`config.mk`:
```
export PLATFORM = sky130hd
export DESIGN_NAME = sipo
export DESIGN_NICKNAME = d
export VERILOG_FILES = /design/src/rtl/sipo_pkg.sv /design/src/rtl/sipo.sv
export SDC_FILE = /design/constraint.sdc
export NUM_CORES = 1
export LEC_CHECK = 0
export CAP_MARGIN = 15
export CORE_MARGIN = 10
export CORE_UTILIZATION = 40
export CTS_CLUSTER_DIAMETER = 40
export DETAILED_ROUTE_END_ITERATION = 10
export PLACE_DENSITY = 0.74
export SYNTH_ARGS = -nofsm -noshare
export SYNTH_HDL_FRONTEND = slang
export SYNTH_SLANG_ARGS = --single-unit
```
`constraint.sdc`:
```
create_clock -name clk_i -period 1.95 [get_ports clk_i]
set_input_delay 0.39 -clock clk_i [delete_from_list [all_inputs] [get_ports clk_i]]
set_output_delay 0.39 -clock clk_i [all_outputs]
set_load 0.02 [all_outputs]
```
`src/rtl/sipo_pkg.sv`:
```
// Shared constants for the serialiser/deserialiser pair.
// Both ends use these same bit-order encodings.
package sipo_pkg;

  localparam bit BitOrderLsb = 1'b0;
  localparam bit BitOrderMsb = 1'b1;

endpackage

```
`src/rtl/sipo.sv`:
```
// Serial-in, parallel-out deserialiser.
// Assembles gated serial bits into Width-bit words behind a one-entry valid/ready register.
module sipo
  import sipo_pkg::*;
#(
  parameter int unsigned Width    = 8,
  parameter bit          MsbFirst = BitOrderLsb
) (
  input  logic             clk_i,
  input  logic             rst_ni,
  input  logic             sync_i,
  input  logic             ser_i,
  input  logic             ser_valid_i,
  output logic [Width-1:0] dout_o,
  output logic             dout_valid_o,
  input  logic             dout_ready_i,
  output logic             overrun_o
);

  localparam int unsigned CntW = $clog2(Width);
  localparam logic [CntW-1:0] CntLast = CntW'(Width - 1);

  logic [Width-1:0] sh_q, sh_d, sh_shifted;
  logic [CntW-1:0]  cnt_q, cnt_d;
  logic [Width-1:0] dout_q, dout_d;
  logic             dout_valid_q, dout_valid_d;
  logic             overrun_q, overrun_d;
  logic             complete, consume;

  assign sh_shifted = (MsbFirst == BitOrderMsb) ? {sh_q[Width-2:0], ser_i}
                                                : {ser_i, sh_q[Width-1:1]};

  // sync suppresses completion: a realigned stream never emits the partial word.
  assign complete = ser_valid_i && (cnt_q == CntLast) && !sync_i;
  assign consume  = dout_valid_q && dout_ready_i;

  always_comb begin
    sh_d  = sh_q;
    cnt_d = cnt_q;
    if (ser_valid_i) begin
      sh_d  = sh_shifted;
      cnt_d = (cnt_q == CntLast) ? '0 : cnt_q + CntW'(1);
    end
    if (sync_i) begin
      cnt_d = ser_valid_i ? CntW'(1) : '0;
    end
  end

  always_comb begin
    dout_d       = dout_q;
    dout_valid_d = dout_valid_q;
    overrun_d    = overrun_q;
    if (complete && (!dout_valid_q || consume)) begin
      dout_d       = sh_shifted;
      dout_valid_d = 1'b1;
    end else if (complete) begin
      overrun_d = 1'b1;
    end else if (consume) begin
      dout_valid_d = 1'b0;
    end
    if (sync_i) begin
      overrun_d = 1'b0;
    end
  end

  always_ff @(posedge clk_i or negedge rst_ni) begin
    if (!rst_ni) begin
      sh_q         <= '0;
      cnt_q        <= '0;
      dout_q       <= '0;
      dout_valid_q <= 1'b0;
      overrun_q    <= 1'b0;
    end else begin
      sh_q         <= sh_d;
      cnt_q        <= cnt_d;
      dout_q       <= dout_d;
      dout_valid_q <= dout_valid_d;
      overrun_q    <= overrun_d;
    end
  end

  assign dout_o       = dout_q;
  assign dout_valid_o = dout_valid_q;
  assign overrun_o    = overrun_q;

endmodule

```
==> reports/results.env <==
RUN_STATUS='finished clean'
SLEW_HEADROOM=0.7154
OVERFLOW=0
DRV_SLEW=0
ROUTED-VIA-COUNT=481
STARTING_DENSITY=0.4124
WORST_MIN_PATH_CLASS='input port to async pin'
FINAL_CORE_UTILIZATION=0.5290
CLOCK_BUFFER_COUNT_FROM_CTS=3
HOLD_SLACK_PS=415.6
SYNTH_AREA_UM2=800.8
MIN_PERIOD_OVER_PERIOD=0.8854
CTS_HOLD_REPAIR.BUFFERS=0
TIMING.RR.START='cnt_q[0]$_DFFE_PN0P_'
POSTCTSSETUPREPAIRBUFS=0
DESTINATION_OF_THE_CRITICAL_TIMING_PATH='dout_o[6]$_DFFE_PN0P_'
CTS.SINKS=20
SETUP.WORST_PATH.START='cnt_q[0]$_DFFE_PN0P_'
GRTUSAGEMET3=0.03265
FILLER_CELL_COUNT=178
CRITICAL_PATH.ENDPOINT_TYPE='register'
TOTALPOWERFINAL_W=0.0007695
SYNTH-SEQ-CELLS=20
CLOCK_TREE.ROOT_CELL='sky130_fd_sc_hd__clkbuf_4'
DRIVE_ABOVE_1_SHARE=0.3067
TRITONCTS='yes'
DETAIL_ROUTE.WIRELENGTH_UM=1356
SYNTHESIZED_NETLIST_CELL_COUNT=55
HTREEDEPTH=1
POST_CTS_RESIZE_COUNT=0
FINALWEIGHTEDCONGESTION=0.6425
SETUP_VIOL_COUNT_FINAL=0
FP.DIEH_UM=64.74
CELLPOWERDENSITY_nW_PER_UM2=749.1
GRTUSAGETOTAL=0.07239
N_ANTENNA_CELL=0
TIMING.FMAX_MHz=579.2
CLOCK-SKEW-FINAL_PS=5.041
GRT_START_MAX_NET_PINS=21
CRIT-REG2REG-CAPTURE='dout_o[6]$_DFFE_PN0P_'
MULTI_INPUT_COMB_AREA_UM2=290.3
POST_LAYOUT_NONFILLER_INSTANCES=102
ANTENNA_FOUND_INITIAL=0
FIN_TNS_SETUP_PS=0
SEQCELLAREA_UM2=500.5
GRT_FIRST_PASS_WIRELENGTH_UM=2366
DRT-VIAS-PER-INSTANCE=4.716
WORST-SLEW-PIN-TRANSITION_PS=425.5
MET2_USAGE=0.09729
GR-MAX-USAGE-LAYER='met2'
RSZ0062_AT_GRT='no'
DETAILED_PLACE_HPWL_UM=976
CLOCK_INSERTION_DELAY_WORST_SKEW_PS=300
IO_BUFFERS=15
MOST_FREQUENT_CELLS_IN_THE_LAYOUT='sky130_fd_sc_hd__dfrtp_1, sky130_fd_sc_hd__mux2_2, sky130_fd_sc_hd__clkdlybuf4s50_1, sky130_fd_sc_hd__nor2_1, sky130_fd_sc_hd__buf_4'
SYNTHDISTINCTLIBCELLS=16
SYNTH-WARNING-COUNT=0
PLACED_CELLS_INCL_TAPS=99
ROUTE.ANTENNA.REMAINING_NETS=0
FIN_NETS=85
SEQUENTIAL_TO_TOTAL_AREA_SHARE_FROM_YOSYS_STAT=0.6250
DIE_X_UM=64.74
CLK_PATH_BUF_DEPTH=2
POST_DRT_WL_PER_CELL_UM=13.29
LAYOUT_MIN_CYCLE_TIME_PS=1727
MOSTFREQUENTLAYOUTCELL='sky130_fd_sc_hd__dfrtp_1'
TIMING.CRITICAL_PATH.ARRIVAL_PS=1920
CRIT_PATH_START_KIND='register'
VIA_COUNT_OF_THE_FIRST_GLOBAL_ROUTING_PASS=518
DRT-PASS1-ITER-COUNT=2
MAX_CAP_VIOLATIONS=0
AREAGROWTHSYNTHTOFINISH_PCT=28.28
CELLLEAKAGEPOWER_nW=0.4706
GRT.MET1_USAGE=0.09045
DR.FIRST_ITER.DRC_COUNT=6
FINALHOLDVIOLATIONS=0
WORSTPATHREQUIRED_PS=2140
DESIGN.DIE.AREA_UM2=4191
DESIGN.CORE.AREA_UM2=1942
TOP_LEVEL_PORTS=16
TIMING_WORST_SETUP_PATH_TYPE='register to register'
SYN_NETS=63
CLKTRANSATPATHREGS_PS=100
ROW_COUNT=16
REGTOREGSETUPSLACK_PS=220
WORST-PATH-MAX-FANOUT=8
DRC=0
MAX-VDD-IR-DROP_V=0.0004048
SYNTH.AVG_CELL_AREA_UM2=14.56
R2R_CELLS=5
==> state kept, by name (all words and copies together) (netlist names) <==
register,count
cnt_q,3
overrun_o,1
sh_q,7
dout_valid_o,1
dout_o,8
==> synth_stat cells <==
library cell	count	share of area
sky130_fd_sc_hd__ha_1	2	0.031
sky130_fd_sc_hd__buf_2	1	0.0062
sky130_fd_sc_hd__nand2b_1	1	0.0078
sky130_fd_sc_hd__nand3b_1	1	0.0094
sky130_fd_sc_hd__mux2i_1	1	0.013
sky130_fd_sc_hd__o21bai_1	1	0.0094
sky130_fd_sc_hd__nand2_1	3	0.014
sky130_fd_sc_hd__a21oi_1	1	0.0062
sky130_fd_sc_hd__mux2_2	15	0.21
sky130_fd_sc_hd__nor2_1	4	0.019
sky130_fd_sc_hd__dfrtp_1	20	0.63
sky130_fd_sc_hd__a31oi_1	1	0.0078
sky130_fd_sc_hd__o21ai_0	1	0.0062
sky130_fd_sc_hd__clkbuf_2	1	0.0062
sky130_fd_sc_hd__nor3_4	1	0.020
sky130_fd_sc_hd__nor2b_1	1	0.0078
==> metal layers <==
| metal | vias to the layer above | part of all wire | wire length (um) |
|---|---|---|---|
| met5 | - | 0 | 0 |
| met4 | 0 | 0.022 | 30 |
| met2 | 14 | 0.41 | 554 |
| li1 | 234 | - | - |
| met1 | 229 | 0.49 | 658 |
| met3 | 4 | 0.083 | 113 |
==> critical path: stages (launching register included) <==
cell                      delay, ps
sky130_fd_sc_hd__dfrtp_1        380
sky130_fd_sc_hd__ha_1           160
sky130_fd_sc_hd__ha_1           220
sky130_fd_sc_hd__nand2_1        120
sky130_fd_sc_hd__nor3_4         360
sky130_fd_sc_hd__mux2_2         390
==> cell families after synthesis <==
logic type,after synthesis,synth area share
buffers and inverters,2,0.01249
flip-flops,20,0.6250
adder cells (fa/ha/maj),2,0.03125
AND/OR/NAND/NOR,11,0.07814
AO/OA/AOI/OAI,4,0.02968
multiplexers,16,0.2234
==> stage by stage <==
step                      instance area (um2)  worst slack, ps
after detailed placement                 1005            63.78
final                                    1027            223.4
after global placement                   1005            112.1
after CTS                                1027            191.6
after global routing                     1027            90.40
after floorplan                         800.8            431.8
==> worst min path at each step <==
| stage | start | end | slack (ps) | cells past startpoint |
|---|---|---|---|---|
| after floorplan | rst_ni | cnt_q[0]$_DFFE_PN0P_ | 90 | 0 |
| after global placement | sh_q[1]$_DFFE_PN0P_ | sh_q[1]$_DFFE_PN0P_ | 490 | 1 |
| after detailed placement | sh_q[1]$_DFFE_PN0P_ | dout_o[0]$_DFFE_PN0P_ | 490 | 1 |
| after CTS | rst_ni | dout_o[0]$_DFFE_PN0P_ | 420 | 2 |
| after global routing | rst_ni | dout_o[3]$_DFFE_PN0P_ | 440 | 2 |
| final | rst_ni | dout_o[0]$_DFFE_PN0P_ | 420 | 2 |
==> power by group <==
| part | total, W | switching [W] | internal, W |
|---|---|---|---|
| logic | 0.0000963 | 0.0000384 | 0.0000579 |
| clock network | 0.000189 | 0.000117 | 0.0000720 |
| registers | 0.000485 | 0.0000257 | 0.000459 |
| total | 0.000769 | 0.000181 | 0.000589 |
==> area by class of cell <==
type / count / share of cell area
clock buffer: 3 / 0.02192
multi-input combinational: 33 / 0.2826
sequential: 20 / 0.4872
tap: 27 / 0.03289
timing repair buffer: 19 / 0.1754
No activity file was read; power rests on OpenSTA's default activity.
==> RTL edit 1: new RTL, same flow settings <==
Register the output `overrun_o` once more, without a reset; this adds one clock of latency there. The other outputs are not delayed to match.
--- a/src/rtl/sipo.sv
+++ b/src/rtl/sipo.sv
@@ -82,5 +82,7 @@
   assign dout_o       = dout_q;
   assign dout_valid_o = dout_valid_q;
-  assign overrun_o    = overrun_q;
+  always_ff @(posedge clk_i) begin
+    overrun_o <= overrun_q;
+  end
 
 endmodule
Behaviour: same outputs for any inputs over 10 cycles, from zero or initial values and one cycle with rst_ni low; that may be too few to reach the edited logic, so the function may still have changed.
==> RTL edit 1 against the original RTL <==
Total power grew 5.1%; cell count grew 0.98%; area after synthesis grew 2.5%; maximum frequency grew 1.1%; cell area grew 1.7%; sequential cell count grew 1; wire length grew 4.0%; global-route usage grew 0.18 points; setup slack gained 0.018 ns; sequential power grew 4.9%; first-iteration DRC count grew 83%; critical path type unchanged; critical endpoint unchanged; largest power group unchanged; highest routed layer unchanged.
==> RTL edit 1: results (changes against the original RTL) <==
outcome finished, final reports clean; worst reg-to-reg setup slack 0.24 ns (+0.02 ns); distinct cell type count after synthesis 17 (+1); Main synth FF type dfrtp_1; Commonest cells post-synth 20 x dfrtp_1, 15 x mux2_2, 4 x nor2_1; DR iter-0 viols 11 (+5); first-pass GRT wire length 2510 um (+6.1%); CP top delay family simple AND/OR/NAND/NOR gates; crit path max fanout 8 (unchanged); DP HPWL 1050 um (+7.4%); Mapped Nets 64 (+1.6%); Synth async-reset ratio 95.2% (-4.8 points); initial antenna violation count 0 (unchanged); Worst R2R End dout_o[6]; all-layer global routing usage 7.42% (+0.18 points); biggest cell delay along the critical path 0.39 ns (about the same); Min-Delay Path Class flip-flop to flip-flop; met2 wire len 641 um (+16%); top cells by area, synth dfrtp_1 61%, mux2_2 21%, ha_1 3.0%; wl on met1 637 um (-3.2%); Worst Skew 0.00585 ns (+0.000811 ns); Slew headroom 70.8% (-0.74 points); vias in the first global route 540 (+4.2%); P_leak 0.477 nW (+1.4%); post-CTS resize count 0 (unchanged); Total Wirelength 1410 um (+4.0%); worst r2r path cells 5 (unchanged); Critical-path top delay cell dfrtp_1; Hold Path Origin overrun_q; CTS Root Cell clkbuf_4; CP Data Arrival Time 1.91 ns; worst slack at placement 0.0923 ns (+0.0285 ns); met3 WL 105 um (-7.1%); Peak supply drop 0.000694 V (+72%); Yosys warnings 0 (unchanged); layout cells sized above 1 30.3% (-0.40 points); H-tree Lvls 1 (unchanged); Final Wtd Congestion 0.668 (+3.9%); routed vias/inst 4.86 (+3.1%); sequential area share after synthesis 63.4% (+0.91 points); max_cap viols 0 (unchanged); largest net degree at the start of global routing 21 (unchanged); period utilisation layout 87.6% (-0.92 points)
RTL edit 1: report_power, final:
part	leakage (nW)	internal, W	switching [W]
sequential	0.269	0.000479	0.0000293
combinational	0.190	0.0000578	0.0000394
clock	0.0177	0.0000764	0.000126
RTL edit 1: metrics by stage:
step | power (W) | instances | area (um2) | util, % | hold slack, ns
finish | 0.000809 | 103 | 1040 | 53.3 | 0.384
floorplan | 0.000566 | 56 | 821 | - | 0.0944
global placement | 0.000611 | 99 | 1020 | 51.8 | 0.357
CTS | 0.000821 | 103 | 1040 | 53.3 | 0.389
global route | 0.000856 | 103 | 1040 | 53.3 | 0.412
detailed placement | 0.000617 | 99 | 1020 | 51.8 | 0.363
RTL edit 1: metal layers:
metal | global-route usage, % | vias up
met2 | 12.0 | 14
li1 | - | 236
met4 | 3.21 | 0
met3 | 3.90 | 2
met5 | 0 | -
met1 | 7.94 | 249
RTL edit 1: worst max-delay path by stage:
stage            startpoint         to  cells past startpoint
5_1_grt            cnt_q[0]  dout_o[0]                      5
2_1_floorplan      cnt_q[0]  dout_o[7]                      5
3_5_place_dp   dout_ready_i  dout_o[6]                      4
6_report           cnt_q[0]  dout_o[6]                      5
4_1_cts            cnt_q[0]  dout_o[6]                      5
3_3_place_gp   dout_ready_i  dout_o[3]                      4
RTL edit 1: layout make-up:
type | instances | area, um2
sequential | 21 | 520
fill | 182 | 917
multi-input combinational | 33 | 290
clock inverter | 1 | 5.00
clock buffer | 3 | 22.5
tap | 27 | 33.8
timing repair buffer | 18 | 173
RTL edit 1: cell families after synthesis:
kind of cell | Yosys count | synth area share (%)
adders and majority gates | 2 | 3.05
DFF | 21 | 63.4
and+or+nand+nor | 11 | 7.62
buffers and inverters | 2 | 1.22
AOI/OAI and AO/OA | 4 | 2.90
muxes | 16 | 21.8
==> RTL edit 2: new RTL, config.mk and constraints unchanged <==
Without the edit above. `Width`: 8 -> 16.
--- a/src/rtl/sipo.sv
+++ b/src/rtl/sipo.sv
@@ -4,5 +4,5 @@
   import sipo_pkg::*;
 #(
-  parameter int unsigned Width    = 8,
+  parameter int unsigned Width    = 16,
   parameter bit          MsbFirst = BitOrderLsb
 ) (
Ports: changed (resized dout_o); port bits go from 16 to 24. No check against the original RTL was run, so the function may have changed too.
==> RTL edit 2 against the original RTL <==
Sequential share of layout area up 1.9 points; cell area increased by 78%; die area up 54%; wire length up 100%; count of clock-buffer cells in the layout grew 2; clock skew up 0.0035 ns; maximum frequency is 0.36% higher; setup slack better by 0.0062 ns; critical path depth fell by 4; total power rose by 110%; synthesized cell count increased by 76%; area after synthesis is 82% higher; sequential cell count rose by 17; critical path type is now flip-flop to output port.
==> RTL edit 2: results (changes against the original RTL) <==
Signal buffers 27 (+8); CP Data Arrival Time 1.33 ns (-0.59 ns); Tot Pwr 0.00165 W (+110%); Cells after Synth 97 (+76%); mux cell area share after synthesis 24.7% (+2.3 points); Compound-Gate Fraction of Synth Area 2.84% (-0.13 points); Port Buffer Count 23 (+8); Multi-input gate area 497 um2 (+71%); Critical-path top delay cell clkdlybuf4s50_1; Worst-Margin Slew 0.796 ns (+0.370 ns); CP top delay family buffers and inverters; placed cell area 1760 um2 (+75%); ClkCell Share 3.97% (+1.8 points); flops & latches, synth 37 (+85%); post-synthesis xor/xnor area fraction 0.602% (+0.60 points); first-pass GRT wire length 4750 um (+100%); Post-Syn Area 1460 um2 (+82%); sequential cell area 926 um2 (+85%); largest net degree at the start of global routing 38 (+81%); clock latency on the worst-skew pair 0.33 ns (+0.03 ns); top cells by area, synth dfrtp_1 64%, mux2_2 24%, nand2_1 1.3%; Mapped Nets 104 (+65%); nonclk inv count 2 (+2); crit path max fanout 2 (-6); Worst Skew 0.00852 ns (+0.00348 ns); all-layer global routing usage 9.42% (+2.2 points); Inst Count DP 166 (+68%); H-tree Lvls 2 (+1); Pre-antenna DRT Iters 4 (+2); Total Wirelength 2720 um (+100%); outcome finished, final reports clean; average wire per standard cell 15.7 um (+18%); layout cells sized above 1 35.4% (+4.8 points); Largest register FFs 16 (+8); Final Wtd Congestion 0.675 (+5.1%); combinational logic power 0.000172 W (+79%); routed vias/inst 5.02 (+6.4%); switching power share of the total 23.6% (+0.090 points); DP HPWL 1890 um (+94%); Layout non-clock buf frac 14.6% (-2.9 points); vias in the first global route 952 (+84%); Peak supply drop 0.000391 V (-3.5%); distinct cell type count after synthesis 20 (+4); DR iter-0 viols 31 (+25); biggest cell delay along the critical path 0.62 ns (+0.23 ns); # clk buffers 5 (+2)
==> RTL edit 2: cell count changes after synthesis, sizes merged, moves of 2 or more <==
cell / delta
mux2: +16
nand2: +2
inv: +2
buf: +2
dfrtp: +17
==> RTL edit 2: routing by layer <==
layer / routed length (um) / share of wire [%] / GRT usage [%]
met5: 0 / 0 / 0
met4: 8 / 0.29 / 4.23
met3: 271 / 10 / 5.01
met2: 1330 / 49 / 14.2
met1: 1110 / 41 / 10.8
==> RTL edit 2: worst paths after layout <==
kind | from | depth (start not counted) | slack, ns | endpoint
max in group asynchronous | rst_ni | 1 | 1.31 | cnt_q[2]
worst max-delay path | dout_o[7] | 1 | 0.23 | dout_o[7]
min in group clk_i | dout_o[4] | 1 | 0.52 | dout_o[4]
worst min register to register | dout_o[4] | 1 | 0.52 | dout_o[4]
worst max register to register | cnt_q[0] | 5 | 0.27 | dout_o[12]
worst min-delay path | rst_ni | 1 | 0.14 | cnt_q[3]
